<file path="src/rtl/ifetch.sv">
// Instruction fetch: holds the PC, reads imem every cycle and queues {pc, instr, fault} entries for decode.
// Latency: an instruction fetched in cycle N is at the queue head in cycle N+1; a redirect in N yields output in N+2.
// Backpressure: valid/ready on the out_* side; a full queue without a pop stalls the PC, so nothing is lost or duplicated.
//
// Ports:
//   clk, rst                 clock and asynchronous active-high reset
//   imem_addr, imem_word     byte address (pc[9:0]) and constant 32-bit access size to imem
//   imem_data                imem read data; only [31:0] is consumed
//   redirect_valid/_pc       load a new PC, flushing the queue and leaving HALT
//   out_valid/_ready         head-of-queue handshake towards decode
//   out_pc/_instr/_fault     head entry, forced to zero when the queue is empty

module ifetch #(
    parameter logic [63:0] RESET_PC = 64'h0,
    parameter int          QDEPTH   = 2
) (
    input  logic        clk,
    input  logic        rst,
    output logic [9:0]  imem_addr,
    output logic [1:0]  imem_word,
    input  logic [63:0] imem_data,
    input  logic        redirect_valid,
    input  logic [63:0] redirect_pc,
    output logic        out_valid,
    input  logic        out_ready,
    output logic [63:0] out_pc,
    output logic [31:0] out_instr,
    output logic [1:0]  out_fault
);

    localparam int PW = $clog2(QDEPTH);
    localparam int CW = PW + 1;
    localparam logic [CW-1:0] DEPTH_C = CW'(QDEPTH);

    localparam logic [1:0] FAULT_NONE  = 2'b00;
    localparam logic [1:0] FAULT_MISAL = 2'b01;
    localparam logic [1:0] FAULT_ACC   = 2'b10;

    typedef enum logic {
        ST_RUN  = 1'b0,
        ST_HALT = 1'b1
    } state_t;

    state_t          state_q, state_d;
    logic [63:0]     pc_q, pc_d;
    logic [CW-1:0]   count_q, count_d;
    logic [PW-1:0]   rd_ptr_q, rd_ptr_d;
    logic [PW-1:0]   wr_ptr_q, wr_ptr_d;

    // Entry storage; contents are only meaningful under count_q, so no reset needed.
    logic [63:0]     q_pc_q    [QDEPTH];
    logic [31:0]     q_instr_q [QDEPTH];
    logic [1:0]      q_fault_q [QDEPTH];

    logic            fetch_en;
    logic            pop;
    logic            push;
    logic [1:0]      fault_code;
    logic [31:0]     wr_instr;
    logic            unused_imem_hi;

    assign unused_imem_hi = ^imem_data[63:32];

    assign imem_addr = pc_q[9:0];
    assign imem_word = 2'b10;

    // Misalignment wins over the out-of-range check.
    always_comb begin
        fault_code = FAULT_NONE;
        if (pc_q[1:0] != 2'b00) begin
            fault_code = FAULT_MISAL;
        end else if (pc_q[63:10] != 54'd0) begin
            fault_code = FAULT_ACC;
        end
    end

    assign wr_instr = (fault_code == FAULT_NONE) ? imem_data[31:0] : 32'h0;

    // ---------------- FSM: state register ----------------
    always_ff @(posedge clk or posedge rst) begin
        if (rst) begin
            state_q <= ST_RUN;
        end else begin
            state_q <= state_d;
        end
    end

    // ---------------- FSM: next state ----------------
    always_comb begin
        state_d = state_q;
        if (redirect_valid) begin
            state_d = ST_RUN;
        end else if (push && (fault_code != FAULT_NONE)) begin
            state_d = ST_HALT;
        end
    end

    // ---------------- FSM: outputs ----------------
    always_comb begin
        fetch_en  = (state_q == ST_RUN);
        out_valid = (count_q != '0);
        out_pc    = 64'h0;
        out_instr = 32'h0;
        out_fault = 2'b00;
        if (out_valid) begin
            out_pc    = q_pc_q[rd_ptr_q];
            out_instr = q_instr_q[rd_ptr_q];
            out_fault = q_fault_q[rd_ptr_q];
        end
    end

    assign pop  = out_valid & out_ready;
    // A pop in the same cycle frees a slot, so a full queue can still accept.
    assign push = fetch_en & ~redirect_valid & ((count_q < DEPTH_C) | pop);

    // ---------------- PC and queue bookkeeping ----------------
    always_comb begin
        pc_d     = pc_q;
        count_d  = count_q;
        rd_ptr_d = rd_ptr_q;
        wr_ptr_d = wr_ptr_q;
        if (redirect_valid) begin
            // Flush: any concurrent pop is consumed along with the rest.
            pc_d     = redirect_pc;
            count_d  = '0;
            rd_ptr_d = '0;
            wr_ptr_d = '0;
        end else begin
            if (push && (fault_code == FAULT_NONE)) begin
                pc_d = pc_q + 64'd4;
            end
            if (push) begin
                wr_ptr_d = wr_ptr_q + PW'(1);
            end
            if (pop) begin
                rd_ptr_d = rd_ptr_q + PW'(1);
            end
            count_d = count_q + CW'(push) - CW'(pop);
        end
    end

    always_ff @(posedge clk or posedge rst) begin
        if (rst) begin
            pc_q     <= RESET_PC;
            count_q  <= '0;
            rd_ptr_q <= '0;
            wr_ptr_q <= '0;
        end else begin
            pc_q     <= pc_d;
            count_q  <= count_d;
            rd_ptr_q <= rd_ptr_d;
            wr_ptr_q <= wr_ptr_d;
        end
    end

    always_ff @(posedge clk) begin
        if (push) begin
            q_pc_q[wr_ptr_q]    <= pc_q;
            q_instr_q[wr_ptr_q] <= wr_instr;
            q_fault_q[wr_ptr_q] <= fault_code;
        end
    end

endmodule

</file>
<file path="config.mk">
export PLATFORM = sky130hd
export DESIGN_NAME = ifetch
export DESIGN_NICKNAME = d
export VERILOG_FILES = /design/src/rtl/ifetch.sv
export SDC_FILE = /design/constraint.sdc
export NUM_CORES = 1
export LEC_CHECK = 0
export CAP_MARGIN = 20
export CORE_UTILIZATION = 54
export CTS_CLUSTER_DIAMETER = 200
export CTS_CLUSTER_SIZE = 40
export DETAILED_ROUTE_END_ITERATION = 12
export PLACE_DENSITY = 0.85
export SYNTH_ARGS = -nofsm -noshare
export SYNTH_HDL_FRONTEND = slang
export SYNTH_SLANG_ARGS = --single-unit
export TNS_END_PERCENT = 50
</file>
<file path="constraint.sdc">
create_clock -name clk -period 11.33 [get_ports clk]
set_input_delay 2.266 -clock clk [delete_from_list [all_inputs] [get_ports clk]]
set_output_delay 2.266 -clock clk [all_outputs]
set_load 0.02 [all_outputs]
</file>
==> results of run 1 <==
==> worst register-to-register path: stages (launching register included) <==
cell	delay (ns)
sky130_fd_sc_hd__dfrtp_1	0.46
sky130_fd_sc_hd__a21oi_1	0.71
sky130_fd_sc_hd__and2_1	0.34
sky130_fd_sc_hd__inv_1	0.12
sky130_fd_sc_hd__nor2_4	0.46
sky130_fd_sc_hd__buf_4	0.74
==> sequential cells by signal, summed over array words and instances (netlist names) <==
name	count
state_q	1
q_instr_q	64
q_pc_q	128
rd_ptr_q	1
pc_q	64
wr_ptr_q	1
q_fault_q	4
count_q	2
==> cell type report <==
class                           count  area, um^2  share of cell area [%]
Sequential cell                   265        7620                    57.3
Timing Repair Buffer              217        2200                    16.6
Inverter                           13        50.0                   0.377
Clock inverter                      1        16.3                   0.122
Tap cell                          265         332                    2.50
Clock buffer                       15         290                    2.18
Multi-Input combinational cell    364        2780                    20.9
==> cell usage after synthesis (3+ instances only) <==
cell type,number
sky130_fd_sc_hd__edfxtp_1,196
sky130_fd_sc_hd__nor2_1,108
sky130_fd_sc_hd__mux2i_1,99
sky130_fd_sc_hd__dfrtp_1,69
sky130_fd_sc_hd__mux2_2,55
sky130_fd_sc_hd__and2_1,34
sky130_fd_sc_hd__buf_4,15
sky130_fd_sc_hd__clkbuf_1,13
sky130_fd_sc_hd__inv_1,13
sky130_fd_sc_hd__nor4_1,12
sky130_fd_sc_hd__buf_1,9
sky130_fd_sc_hd__nand2_1,9
sky130_fd_sc_hd__buf_2,8
sky130_fd_sc_hd__a311o_1,4
sky130_fd_sc_hd__nand4_1,4
sky130_fd_sc_hd__and3_1,3
sky130_fd_sc_hd__ha_1,3
sky130_fd_sc_hd__o211ai_1,3
sky130_fd_sc_hd__xnor2_1,3
==> per-layer routing <==
layer	part of all wire [%]	GRT usage (%)	wire (um)
met2	48	33.6	9900
met3	9.5	6.67	1940
met5	0	0	0
met4	1.8	4.81	377
met1	40	25.1	8310
==> worst max-delay path by stage <==
stage	startpoint	to	slack, ns	cells past startpoint
floorplan	out_ready	q_fault_q[0][0]$_DFFE_PP_	3.94	5
finish	rd_ptr_q$_DFFE_PP0P_	out_instr[30]	6.05	5
global route	rd_ptr_q$_DFFE_PP0P_	out_pc[9]	5.89	5
detailed placement	out_ready	q_instr_q[0][6]$_DFFE_PP_	5.72	7
CTS	rd_ptr_q$_DFFE_PP0P_	out_instr[30]	5.66	4
global placement	out_ready	q_instr_q[0][6]$_DFFE_PP_	5.28	7
==> cells by family (layout without fill, tap and decap cells) <==
logic type,count (synthesis),after routing,share of synthesized area [%]
AO/OA/AOI/OAI,20,20,1.87
XOR/XNOR,4,4,0.328
adder cells (fa/ha/maj),3,3,0.351
buffers and inverters,60,246,2.90
flip-flops,265,265,71.2
multiplexers,154,154,15.1
other,2,2,0.0703
AND/OR/NAND/NOR,181,181,8.15
==> power by group through the flow <==
stage,registers [mW],logic (mW),clock network (mW)
2_1_floorplan,1.20,0.549,0
5_1_grt,1.23,1.01,0.499
3_3_place_gp,1.23,0.921,0
3_5_place_dp,1.24,0.945,0
4_1_cts,1.21,0.950,0.469
6_report,1.21,0.940,0.457
==> stage by stage <==
stage          cell area (um^2)  setup slack, ns  hold slack (ns)  utilization, %  std cells
4_1_cts                   13300             5.66            0.501            68.3       1139
6_report                  13300             6.05            0.512            68.5       1140
2_1_floorplan             10700             3.94            0.460               -        689
3_3_place_gp              12900             5.28            0.468            66.5       1121
5_1_grt                   13300             5.89            0.515            68.5       1140
3_5_place_dp              13000             5.72            0.482            66.8       1123
==> results, run 1 <==
- The flow ran to the end, and the final reports show no timing, DRC or antenna violations.
- Setup violations remaining at the end of the flow were counted as 0.
- The max-slew headroom at the worst pin is 36.7%.
- The worst setup path is launched from a flip-flop.
- The remaining global-route overflow is 0.
- The worst flop-to-flop path endpoint is q_instr_q[0][26]$_DFFE_PP_.
- The detailed router finished its first iteration with 222 violations.
- The clock skew is 0.0194 ns.
- Clock tree synthesis inserted a total of 10 buffers.
- Yosys printed 0 warnings.
- The static power due to leakage is 4.60 nW.
- The total track usage is 20.0%.
- The critical path's top delay family is buffers and inverters.
- Across the VDD grid, the largest voltage drop is 0.166 mV.
- The I/O pin count is ~240.
- The residual antenna-violating net count after detailed routing is 0.
- In this run the power spent charging and discharging nets is 0.843 mW.
- The data arrival time of the critical path is approximately 3.0 ns.
- For this block, the routed nets add up to 20500 um of wire.
- The share of async-settable or async-resettable flops after synthesis is 26.0%.
- The first global-routing pass estimated 31100 um of wire.
- Internal power comes to 1.77 mW.
- The critical path goes through buf_4 -> buf_16 -> mux2i_1 -> nor2_1 -> clkdlybuf4s50_1.
- The initial antenna violation count is 0.
- For the worst setup path, the data required time is 9.06 ns.
- CTS saw 265 sinks.
- The design draws 2.61 mW.
- In this run, distinct cell masters in the synthesized netlist total between 40 and 50.
- Power spread over the standard cell area amounts to 196 mW/mm^2.
- The final hold violation count came to 0.
- The floorplan row count is 51.
- The clock-pin slew on the worst setup and hold paths is approximately 0.13 ns.
- The longest clock path from root to sink contains 3 buffers.
- The floorplan step defined a core boundary enclosing 0.0194 mm^2.
- The antenna cell count is 0.
- The pre-antenna-repair detailed-routing pass consisted of 5 iterations.
- The fmax is approximately 190 MHz.
- After detailed routing, the number of remaining DRC violations is 0.
- The clock root buffer is sky130_fd_sc_hd__clkbuf_16.
- The startpoint identified for the worst register-to-register timing path is count_q[1]$_DFF_PP0_.
- Along the worst path, the maximum fanout reaches 55.
- The synthesis-stage register bit count is 265.
- Leaving out fill and tap cells, the most frequent cell in the layout is sky130_fd_sc_hd__clkdlybuf4s50_1.
- Counting instances, the worst hold path has a depth of 0.
- Combinational cells account for 36.0% of the total power.
- Ranked by total cell area, the synthesized netlist is headed by sky130_fd_sc_hd__edfxtp_1 (55%), sky130_fd_sc_hd__dfrtp_1 (16%), sky130_fd_sc_hd__mux2i_1 (9.3%).
- The slowest cell on the critical path is sky130_fd_sc_hd__dfrtp_4.
- In the layout the commonest cells are sky130_fd_sc_hd__clkdlybuf4s50_1 (207), sky130_fd_sc_hd__edfxtp_1 (196), sky130_fd_sc_hd__nor2_1 (106), sky130_fd_sc_hd__mux2i_1 (99), sky130_fd_sc_hd__dfrtp_1 (68).
- The portion of the post-synthesis area used by sequential elements is 71.2%.
- From synthesis to final layout, the design area changed by 24.3%.
- The number of global-route vias before repair is 5878.
- The die covers 0.0204 mm^2.
- From bottom edge to top edge, the die measures 143 um.
- The clock network power share is between 15 and 20%.
- The CTS tree is done.
- For this run, the slowest stage of the critical path takes slightly above 0.8 ns.
- The final-layout fill cell count is around 1400.
- Setup repair after global routing left no endpoint under its margin.
- The critical path is of the flip-flop to output port type.
- Sequential cells burn 46.5% of the power.
- The clock period minus worst slack is approximately 5.3 ns.
- The average instance in the mapped netlist occupies around 16 um^2.
- The number of max-slew violations in the final report was 0.
- The number of nets produced by synthesis is 824.
- The critical path buffer and inverter count is 3.
- In the synthesized netlist the dominant register cell turns out to be sky130_fd_sc_hd__edfxtp_1.
- The number of cells produced by synthesis is 689.
- The die boundary width is between 100 and 150 um.
- For hold timing, the worst endpoint is q_pc_q[0][48]$_DFFE_PP_.
- In this run the tool buffered the top-level ports with approximately 210 buffer cells.
- After legalization and detailed placement, the total HPWL measured 13400 um.
- The number of enable flip-flop cells after synthesis is 196.
- In this run the number of H-tree levels came out at 1.
- After the last flow step, the layout net total stands at 1006.
- The source of the worst hold timing path is pc_q[48]$_DFFE_PP0P_.
- For this block, the via count after detailed routing is slightly above 6000.
- STA classifies the critical path endpoint as an output port.
- The top cell type by area accounts for 55.1% of the synthesized area.
- Of the total power, the share spent switching nets is 32.3%.
- The transition at the pin with the smallest max-transition slack is 0.949 ns.
- The number of setup buffers added after CTS is 0.
- The synthesized netlist occupies a cell area of 0.0107 mm^2.
- The starting utilization of the core area is 55.1%.
- The worst min-delay path class is flip-flop to flip-flop.
- The ratio of cells with drive above 1 in the final layout is 10.3%.
- The clock latency reported for the late side of the worst-skew pair is 0.49 ns.
- Using the TritonRoute via totals, the vias-per-cell ratio works out to 5.30.
- Of the available clock period, the critical path in the final layout requires 46.6%.
- The number of gates resized after CTS is 0.
- In the final timing run, aggregate negative setup slack is 0 ns.
- Entering global routing, the biggest net connects 76 pins.
- The tool flagged a number of max-cap violations equal to 0.
- Routability-driven placement finished with a final weighted congestion of around 0.8.
- The largest area contributor in the synthesized netlist is sky130_fd_sc_hd__edfxtp_1.
- Setup slack on the worst reg-to-reg path comes out at 8.11 ns.
- The count of cells along the worst register-to-register path is 5.
- The number of hold buffers added after cts is 0.
- After detailed routing, the average wire length per cell comes to 18.0 um.
Note: power is estimated with default switching activity, not from simulation.
==> inputs of run 2 (changes only) <==
--- a/config.mk
+++ b/config.mk
@@ -6,11 +6,11 @@
 export NUM_CORES = 1
 export LEC_CHECK = 0
 export CAP_MARGIN = 20
-export CORE_UTILIZATION = 54
+export CORE_UTILIZATION = 50
 export CTS_CLUSTER_DIAMETER = 200
 export CTS_CLUSTER_SIZE = 40
 export DETAILED_ROUTE_END_ITERATION = 12
-export PLACE_DENSITY = 0.85
+export PLACE_DENSITY = 0.8
 export SYNTH_ARGS = -nofsm -noshare
 export SYNTH_HDL_FRONTEND = slang
 export SYNTH_SLANG_ARGS = --single-unit
==> constraint.sdc (replaced) <==
create_clock -name clk -period 5.5 [get_ports clk]
set_input_delay 1.1 -clock clk [delete_from_list [all_inputs] [get_ports clk]]
set_output_delay 1.1 -clock clk [all_outputs]
set_load 0.02 [all_outputs]
==> run 2 against run 1 <==
Register-to-register slack worse by 5.2 ns. Die area is 7.9% higher. Wire length is 1.3% higher. Clock power is 110% higher. Power is 110% higher. Global-route usage is 1.2 points lower. Core utilization is 4.9 points lower. Critical path type unchanged. Largest power group unchanged.
==> results, run 2 (same netlist as run 1, synthesis figures left out) <==
- The kind of end point of the critical path is an output port.
- The clock latency reported for the late side of the worst-skew pair came to 0.48 ns (about the same).
- In the layout the commonest cells are sky130_fd_sc_hd__clkdlybuf4s50_1 (207), sky130_fd_sc_hd__edfxtp_1 (196), sky130_fd_sc_hd__nor2_1 (106), sky130_fd_sc_hd__mux2i_1 (99), sky130_fd_sc_hd__dfrtp_1 (68).
- The average vias per placed instance is 5.24 (-1.2%).
- The power density relative to cell area is 404 mW/mm^2 (+110%).
- The flip-flop count of the largest register after layout is 128 (unchanged).
- The area of all placed cells without fillers is 0.0133 mm^2 (+0.30%).
- The run finished with clean final reports.
- The post-detailed-placement cell area is 0.0130 mm^2 (+0.29%).
- The total track usage is 18.9% (-1.2 points).
- The clock network power share was 17.4% (about the same).
- The remaining routing DRC violations was 0 (unchanged).
- The remaining global-route overflow came to 0 (unchanged).
- The critical path startpoint is rd_ptr_q$_DFFE_PP0P_.
- The static power due to leakage is 4.61 nW (+0.21%).
- The reg-to-reg startpoint is count_q[1]$_DFF_PP0_.
- The part of the power in registers is 46.8% (+0.3 points).
- The clock skew is 0.0205 ns (+0.00109 ns).
- The wire length of the first global-routing pass is 32200 um (+3.5%).
- The data arrival time of the critical path is 2.81 ns (-0.20 ns).
- The critical path's top delay family is buffers and inverters.
- The floorplan row count was 53 (+3.9%).
- The accumulated negative setup slack is 0 ns (unchanged).
- The number of port buffers is 208 (unchanged).
- The delay of the slowest critical-path stage is 0.98 ns (+0.15 ns).
- Relative to the synthesized area, the layout overhead comes to 24.7%.
- Derived from the worst setup path, the maximum achievable clock frequency is 255 MHz.
- The data required time of the worst path is 4.40 ns (-4.66 ns).
- The slowest cell on the critical path is sky130_fd_sc_hd__dfrtp_4.
- The count of cells along the worst register-to-register path is 3 (-2).
- The HPWL after detailed placement is 13600 um (+1.4%).
- Traced cell by cell, the critical path runs through buf_4 -> mux2i_1 -> nor2_1 -> clkdlybuf4s50_1.
- The worst path in the final design needs a cycle of 3.91 ns, including I/O delays and setup.
- The net switching power figure is 1.73 mW (+110%).
- The critical path buffer and inverter count was 2 (-1).
- The final setup violation count is 0 (unchanged).
- The number of nets in the final layout is 1007 (+0.099%).
- The number of max-slew violations in the final report was 0 (unchanged).
- The pin count of the biggest net entering global routing was 75 (-1.3%).
- The final hold violation count came to 0 (unchanged).
- The maximum vdd ir drop is 0.288 mV (+74%).
- The area of the core is 0.0210 mm^2 (+8.0%).
- The part of the power in combinational logic came to 35.8% (-0.2 points).
- The buffer depth of the longest clock path is 3 (unchanged).
- The initial antenna violation count is 1 (+1).
- The die boundary width was 148 um (+3.9%).
- The mean routed wirelength per cell is 18.1 um (+0.28%).
- The overall routed net length is 20800 um (+1.3%).
- The largest fanout of any net on the critical path is 43 (-22%).
- Following the worst setup path forward leads to its endpoint at out_pc[48].
- The number of sinks on the clock net came to 265 (unchanged).
- In this run the clock root is driven by a sky130_fd_sc_hd__clkbuf_16.
- The max-slew headroom at the worst pin is 34.5% (-2.3 points).
- The die outline area is 0.0220 mm^2 (+7.9%).
- The placer congestion estimate came to 0.818 (+3.5%).
- The number of buffers inserted to repair setup after CTS is 0 (unchanged).
- The residual antenna-violating net count after detailed routing is 0 (unchanged).
- The I/O pin count was 243 (unchanged).
- The cell internal power dissipation is 3.65 mW (+110%).
- The number of gates resized after CTS is 0 (unchanged).
- The internal reg-to-reg setup slack is 2.87 ns (-5.24 ns).
- The transition at the pin with the smallest max-transition slack was 0.983 ns (+0.0342 ns).
- Ranked by flip-flop count, first place goes to q_pc_q.
- The number of max-cap violations is 0 (unchanged).
- Setup repair after global routing left no endpoint under its margin.
- The switching share of total power is 32.2% (-0.12 points).
- The ratio of cells with drive above 1 in the final layout is 10.4% (+0.10 points).
- The detailed router's first-iteration violation count came to 191 (-14%).
- The critical path in this run is classified as flip-flop to output port.
- The worst min-delay path class is flip-flop to flip-flop.
- The most common library cell in the layout ignoring fill and taps is sky130_fd_sc_hd__clkdlybuf4s50_1.
- The number of buffers added by the clock tree synthesis step came to 10 (unchanged).
- The kind of launch point of the worst setup path is a flip-flop.
- The final cycle utilization of the critical path is 71.2%.
- The via count is 6033 (-0.17%).
- The starting utilization of the core area is 51.0% (-4.1 points).
- In the final layout, the registers with the most flip-flops are q_pc_q x128, pc_q x64, q_instr_q x64.
- The detailed-routing iteration count for the pre-antenna-repair pass came to 4 (-1).
- The critical path depth in cells is 4 (-1).
- The clock-pin slew on the worst setup and hold paths came to 0.13 ns (about the same).
- The number of global-route vias before repair was 6023 (+2.5%).
- The number of hold buffers added after cts is 0 (unchanged).
- The depth of the CTS H-tree was 1 (unchanged).
- The die extent in y came to 148 um (+3.9%).
- The endpoint identified for the worst register-to-register timing path is q_pc_q[1][16]$_DFFE_PP_.
- TritonCTS built the clock tree.
-- run 2: metal layers --
metal	part of all wire, %	GRT usage [%]	vias to the layer above
met5	0	0	-
met4	1.7	4.74	0
met3	6.3	3.47	24
met2	50	31.8	180
met1	42	25.3	2982
li1	-	-	2847
-- run 2: worst min path at each step --
stage / endpoint / from / cells after the start / slack [ns]
detailed placement: q_pc_q[0][57]$_DFFE_PP_ / pc_q[57]$_DFFE_PP0P_ / 0 / 0.48
global route: q_pc_q[0][31]$_DFFE_PP_ / pc_q[31]$_DFFE_PP0P_ / 0 / 0.53
floorplan: q_pc_q[0][21]$_DFFE_PP_ / pc_q[21]$_DFFE_PP0P_ / 0 / 0.46
CTS: q_pc_q[0][31]$_DFFE_PP_ / pc_q[31]$_DFFE_PP0P_ / 0 / 0.51
global placement: q_pc_q[1][41]$_DFFE_PP_ / pc_q[41]$_DFFE_PP0P_ / 0 / 0.47
finish: q_pc_q[0][53]$_DFFE_PP_ / pc_q[53]$_DFFE_PP0P_ / 0 / 0.51
-- run 2: cell type report --
| type | instances | area (um^2) |
|---|---|---|
| Antenna cell | 1 | 2.50 |
| Clock buffer | 15 | 290 |
| Clock inverter | 1 | 16.3 |
| Fill cell | 1599 | 7630 |
| Inverter | 13 | 50.0 |
| Multi-Input combinational cell | 364 | 2780 |
| Sequential cell | 265 | 7620 |
| Tap cell | 275 | 344 |
| Timing Repair Buffer | 218 | 2220 |
-- run 2: power groups by stage --
stage	sequential, mW	combinational [mW]	clock, mW
after global routing	2.54	2.06	1.02
after detailed placement	2.56	1.92	0
after global placement	2.55	1.91	0
final	2.52	1.93	0.939
after floorplan	2.48	1.13	0
after CTS	2.52	1.93	0.965
-- run 2: stage by stage --
stage | util [%] | power [mW] | setup WS [ns] | instances | hold slack, ns
2_1_floorplan | - | 3.61 | 0.933 | 689 | 0.460
3_3_place_gp | 62.0 | 4.47 | 1.59 | 1134 | 0.469
5_1_grt | 63.6 | 5.62 | 1.46 | 1151 | 0.528
6_report | 63.6 | 5.38 | 1.59 | 1152 | 0.511
4_1_cts | 63.4 | 5.41 | 1.53 | 1150 | 0.507
3_5_place_dp | 62.0 | 4.49 | 1.66 | 1134 | 0.480
-- run 2: worst register-to-register path, stage by stage (launching register included) --
cell	delay [ns]
sky130_fd_sc_hd__dfrtp_1	0.46
sky130_fd_sc_hd__a21oi_1	0.69
sky130_fd_sc_hd__and3_4	0.71
sky130_fd_sc_hd__buf_12	0.40
==> RTL edit 1 (settings of run 1) <==
Reset style: synchronous (`rst`), changed in 2 clocked blocks. Comments in the files are not updated.
--- a/src/rtl/ifetch.sv
+++ b/src/rtl/ifetch.sv
@@ -79,3 +79,3 @@
     // ---------------- FSM: state register ----------------
-    always_ff @(posedge clk or posedge rst) begin
+    always_ff @(posedge clk) begin
         if (rst) begin
@@ -141,3 +141,3 @@
 
-    always_ff @(posedge clk or posedge rst) begin
+    always_ff @(posedge clk) begin
         if (rst) begin
Function: differs if rst is asserted again (counterexample within 4 cycles, from zero or initial values and one cycle with rst high); with rst held inactive, the same outputs for 4 cycles.
==> RTL edit 1 against run 1 <==
Count of clock-buffer cells in the layout stayed put; largest cell class unchanged; routed wire length rose by 2.8%; worst setup slack worse by 0.26 ns; sequential cell count is 1 higher; via count up 6.5%; synthesized cell count up 12%; cell area down 1.2%; area after synthesis decreased by 1.1%; highest routed layer unchanged; critical path type unchanged.
Power is not compared: it rests on default switching activity, and its combinational part moved more than twofold at a synthesized area within 25%.
==> RTL edit 1: results (changes against run 1) <==
first-pass GRT wire length 32600 µm (+4.7%); clock skew 0.0246 ns (+0.00519 ns); measured slew at the worst slew-check pin 0.932 ns (-0.0170 ns); dpl hpwl 13800 µm (+2.5%); Post-synth top cells edfxtp_1, nor2_1, mux2i_1; final WL 21100 µm (+2.8%); share of layout cells above drive strength 1 3.36% (-6.9 points); internal cell power around 0.0014 W; post-DR vias/cell 5.31 (about the same); largest stage delay on the critical path 0.88 ns (+0.05 ns); share of the yosys chip area belonging to registers 68.9% (-2.3 points); Slowest-stage cell, CP dfxtp_4; ranking of synthesized cells by area edfxtp_1, mux2i_1, dfxtp_1; DR pass1 iterations 4 (-1); status finished clean; CP arrival 3.27 ns (+0.26 ns); GPL Wtd Cong 0.855 (+8.1%); synth unique cells 40 (-4.8%); FILL cells 1269 (-7.5%); pin count of the biggest net entering global routing 77 (+1.3%); vias in the first global route 6176 (+5.1%); all-layer global routing usage 20.9% (+0.85 points); initial DRC count 371 (+67%); critical-path maximum fanout 53 (-3.6%); Synth Net Count 910 (+10%); initial antenna violation count 0 (unchanged)
[RTL edit 1: kinds of logic after synthesis]
kind of cell               synth area share [%]
other                                    0.0711
muxes                                      14.6
DFF                                        68.9
AOI/OAI and AO/OA                          1.56
xor gates and xnor gates                  0.332
buffers and inverters                      2.65
and+or+nand+nor                            11.5
adders and majority gates                 0.355
[RTL edit 1: cell type report]
class	instances	area, µm²	area share [%]
clock buffer	15	290	2.21
tap	260	325	2.48
sequential	266	7290	55.5
clock inverter	1	16.3	0.124
inverter	8	30.0	0.229
timing repair buffer	216	2150	16.4
multi-input combinational	447	3030	23.1
[RTL edit 1: worst max-delay path, delay by kind of cell (launching register included)]
family / cells / cell delay [ns]
mux: 1 / 0.19
buf+inv: 2 / 1.46
flops: 1 / 0.88
simple gates: 1 / 0.17
[RTL edit 1: power groups by stage]
stage	sequential, W	combinational [W]	clock, W
after global routing	0.00113	0.000247	0.000499
after floorplan	0.00114	0.000129	0
after detailed placement	0.00115	0.000229	0
after global placement	0.00114	0.000226	0
final	0.00112	0.000228	0.000456
after CTS	0.00112	0.000231	0.000468
[RTL edit 1: through the flow]
step	hold WS [ns]	total power, W	setup slack [ns]	util (%)	instances
after detailed placement	0.459	0.00138	6.27	67.5	1196
final	0.479	0.00181	5.79	69.3	1213
after global routing	0.501	0.00187	5.60	69.3	1213
after global placement	0.451	0.00137	6.30	67.5	1196
after CTS	0.487	0.00182	5.71	69.2	1212
after floorplan	0.438	0.00127	3.70	-	775
[RTL edit 1: worst paths after layout]
check	from	to	slack [ns]	depth (start not counted)
hold / removal	pc_q[22]	q_pc_q[1][22]	0.48	0
hold reg to reg	pc_q[22]	q_pc_q[1][22]	0.48	0
setup / recovery	flip-flop	out_pc[55]	5.79	4
setup reg to reg	count_q[1]	count_q[1]	8.26	10
[RTL edit 1: layer usage]
layer / vias up / global-route usage (%) / wire length [µm]
met5: - / 0 / 0
met4: 0 / 2.89 / 231
met3: 16 / 4.72 / 1520
met2: 187 / 36.9 / 10400
met1: 3134 / 26.9 / 8960
li1: 3098 / - / -
==> RTL edit 2 (settings of run 1) <==
Without the edit above. Set the parameter `QDEPTH` to 4 (it was 2).
--- a/src/rtl/ifetch.sv
+++ b/src/rtl/ifetch.sv
@@ -14,3 +14,3 @@
     parameter logic [63:0] RESET_PC = 64'h0,
-    parameter int          QDEPTH   = 2
+    parameter int          QDEPTH   = 4
 ) (
Formal check against the unedited RTL: not equivalent (a bounded check fails within 4 cycles, from zero or initial values and one cycle with rst high).
==> RTL edit 2 against run 1 <==
Register-to-register slack is essentially flat; cell area grew 60%; sequential cell count grew 199; final cell count grew 37%; area after synthesis grew 72%; routed wire length grew 75%; sequential share of layout area grew 6.4 points; power grew 61%; non-clock buffer count grew 2; worst setup slack lost 0.44 ns; critical path depth shrank 1.
==> RTL edit 2: results (changes against run 1) <==
pre-CTS WS 5.72 ns (-0.00524 ns); vias 8974 (+49%); share of layout cells above drive strength 1 18.1% (+7.8 points); dpl hpwl 20800 µm (+55%); Reg2Reg Launch Point count_q[2]; Seq cells 464 (+75%); crit path from rd_ptr_q[1]; vias in the first global route 9499 (+62%); status finished clean; Mapped Cells 932 (+35%); multi-input gate share of total cell area 21.0% (+0.065 points); first-pass GRT wire length 55900 µm (+80%); EDFF count, synth 392 (+100%); maximum vdd drop 0.173 mV (+4.5%); Synth Area in XOR/XNOR 0.239% (-0.089 points); worst-skew pair later-pin latency 0.56 ns (+0.07 ns); Signal inverters 12 (-1); DR pass1 iterations 6 (+1); GPL Wtd Cong 0.759 (-4.0%); R2R cell count 4 (-1); final WL 35900 µm (+75%); hold slack 0.554 ns (+0.0424 ns); ranking of synthesized cells by area edfxtp_1, mux4_2, dfrtp_1; adder-cell share of the synthesized area 0.586% (+0.23 points); clock skew 0.0469 ns (+0.0275 ns); worst reg-to-reg setup slack 8.10 ns (about the same); mux contribution to synthesized area 15.5% (+0.38 points); initial antenna violation count 1 (+1); initial DRC count 741 (+230%); synth unique cells 44 (+4.8%); Synth Net Count 1072 (+30%); multi-input gate count 396 (+8.8%); met2 wire len 18100 µm (+83%); Leak Pwr 6.98 nW (+52%); final instance area 21300 µm² (+60%); CTS buffer count 15 (+5); fraction of registers with async set/reset 15.5% (-11 points); Finished Layout Cells 1566 (+37%); measured slew at the worst slew-check pin 1.04 ns (+0.0869 ns); Seq/total area 63.8% (+6.4 points); met1 WL 15200 µm (+83%); FILL cells 2234 (+63%); last element of the critical path out_pc[63]; buffering overhead 10.3% (-6.2 points); # clk buffers 24 (+9); top flop regs q_pc_q (256), q_instr_q (128), pc_q (64); Clock buf/inv share 2.04% (-0.27 points); f_max 175 MHz (-7.6%); Post-Syn Area 18400 µm² (+72%); Final #Nets 1248 (+24%)
==> RTL edit 2: changes by cell type in the layout (fill, tap and decap cells not counted), sizes merged, moves of 9 or more <==
| cell | run 1 | this run |
|---|---|---|
| mux4 | 0 | 98 |
| mux2i | 99 | 1 |
| nor2 | 108 | 20 |
| clkbuf | 15 | 24 |
| and2 | 34 | 132 |
| edfxtp | 196 | 392 |
==> RTL edit 2: report_power, final <==
group / leakage (nW) / switching [W] / internal, W
Combinational: 2.27 / 0.000689 / 0.000719
Sequential: 4.50 / 0.0000876 / 0.00198
Clock: 0.207 / 0.000474 / 0.000261
Total: 6.98 / 0.00125 / 0.00296
==> RTL edit 2: layer usage <==
layer / vias up / GRT usage [%]
met5: - / 0
met4: 0 / 4.01
met3: 30 / 2.82
met2: 277 / 35.2
met1: 4695 / 29.8
li1: 3972 / -
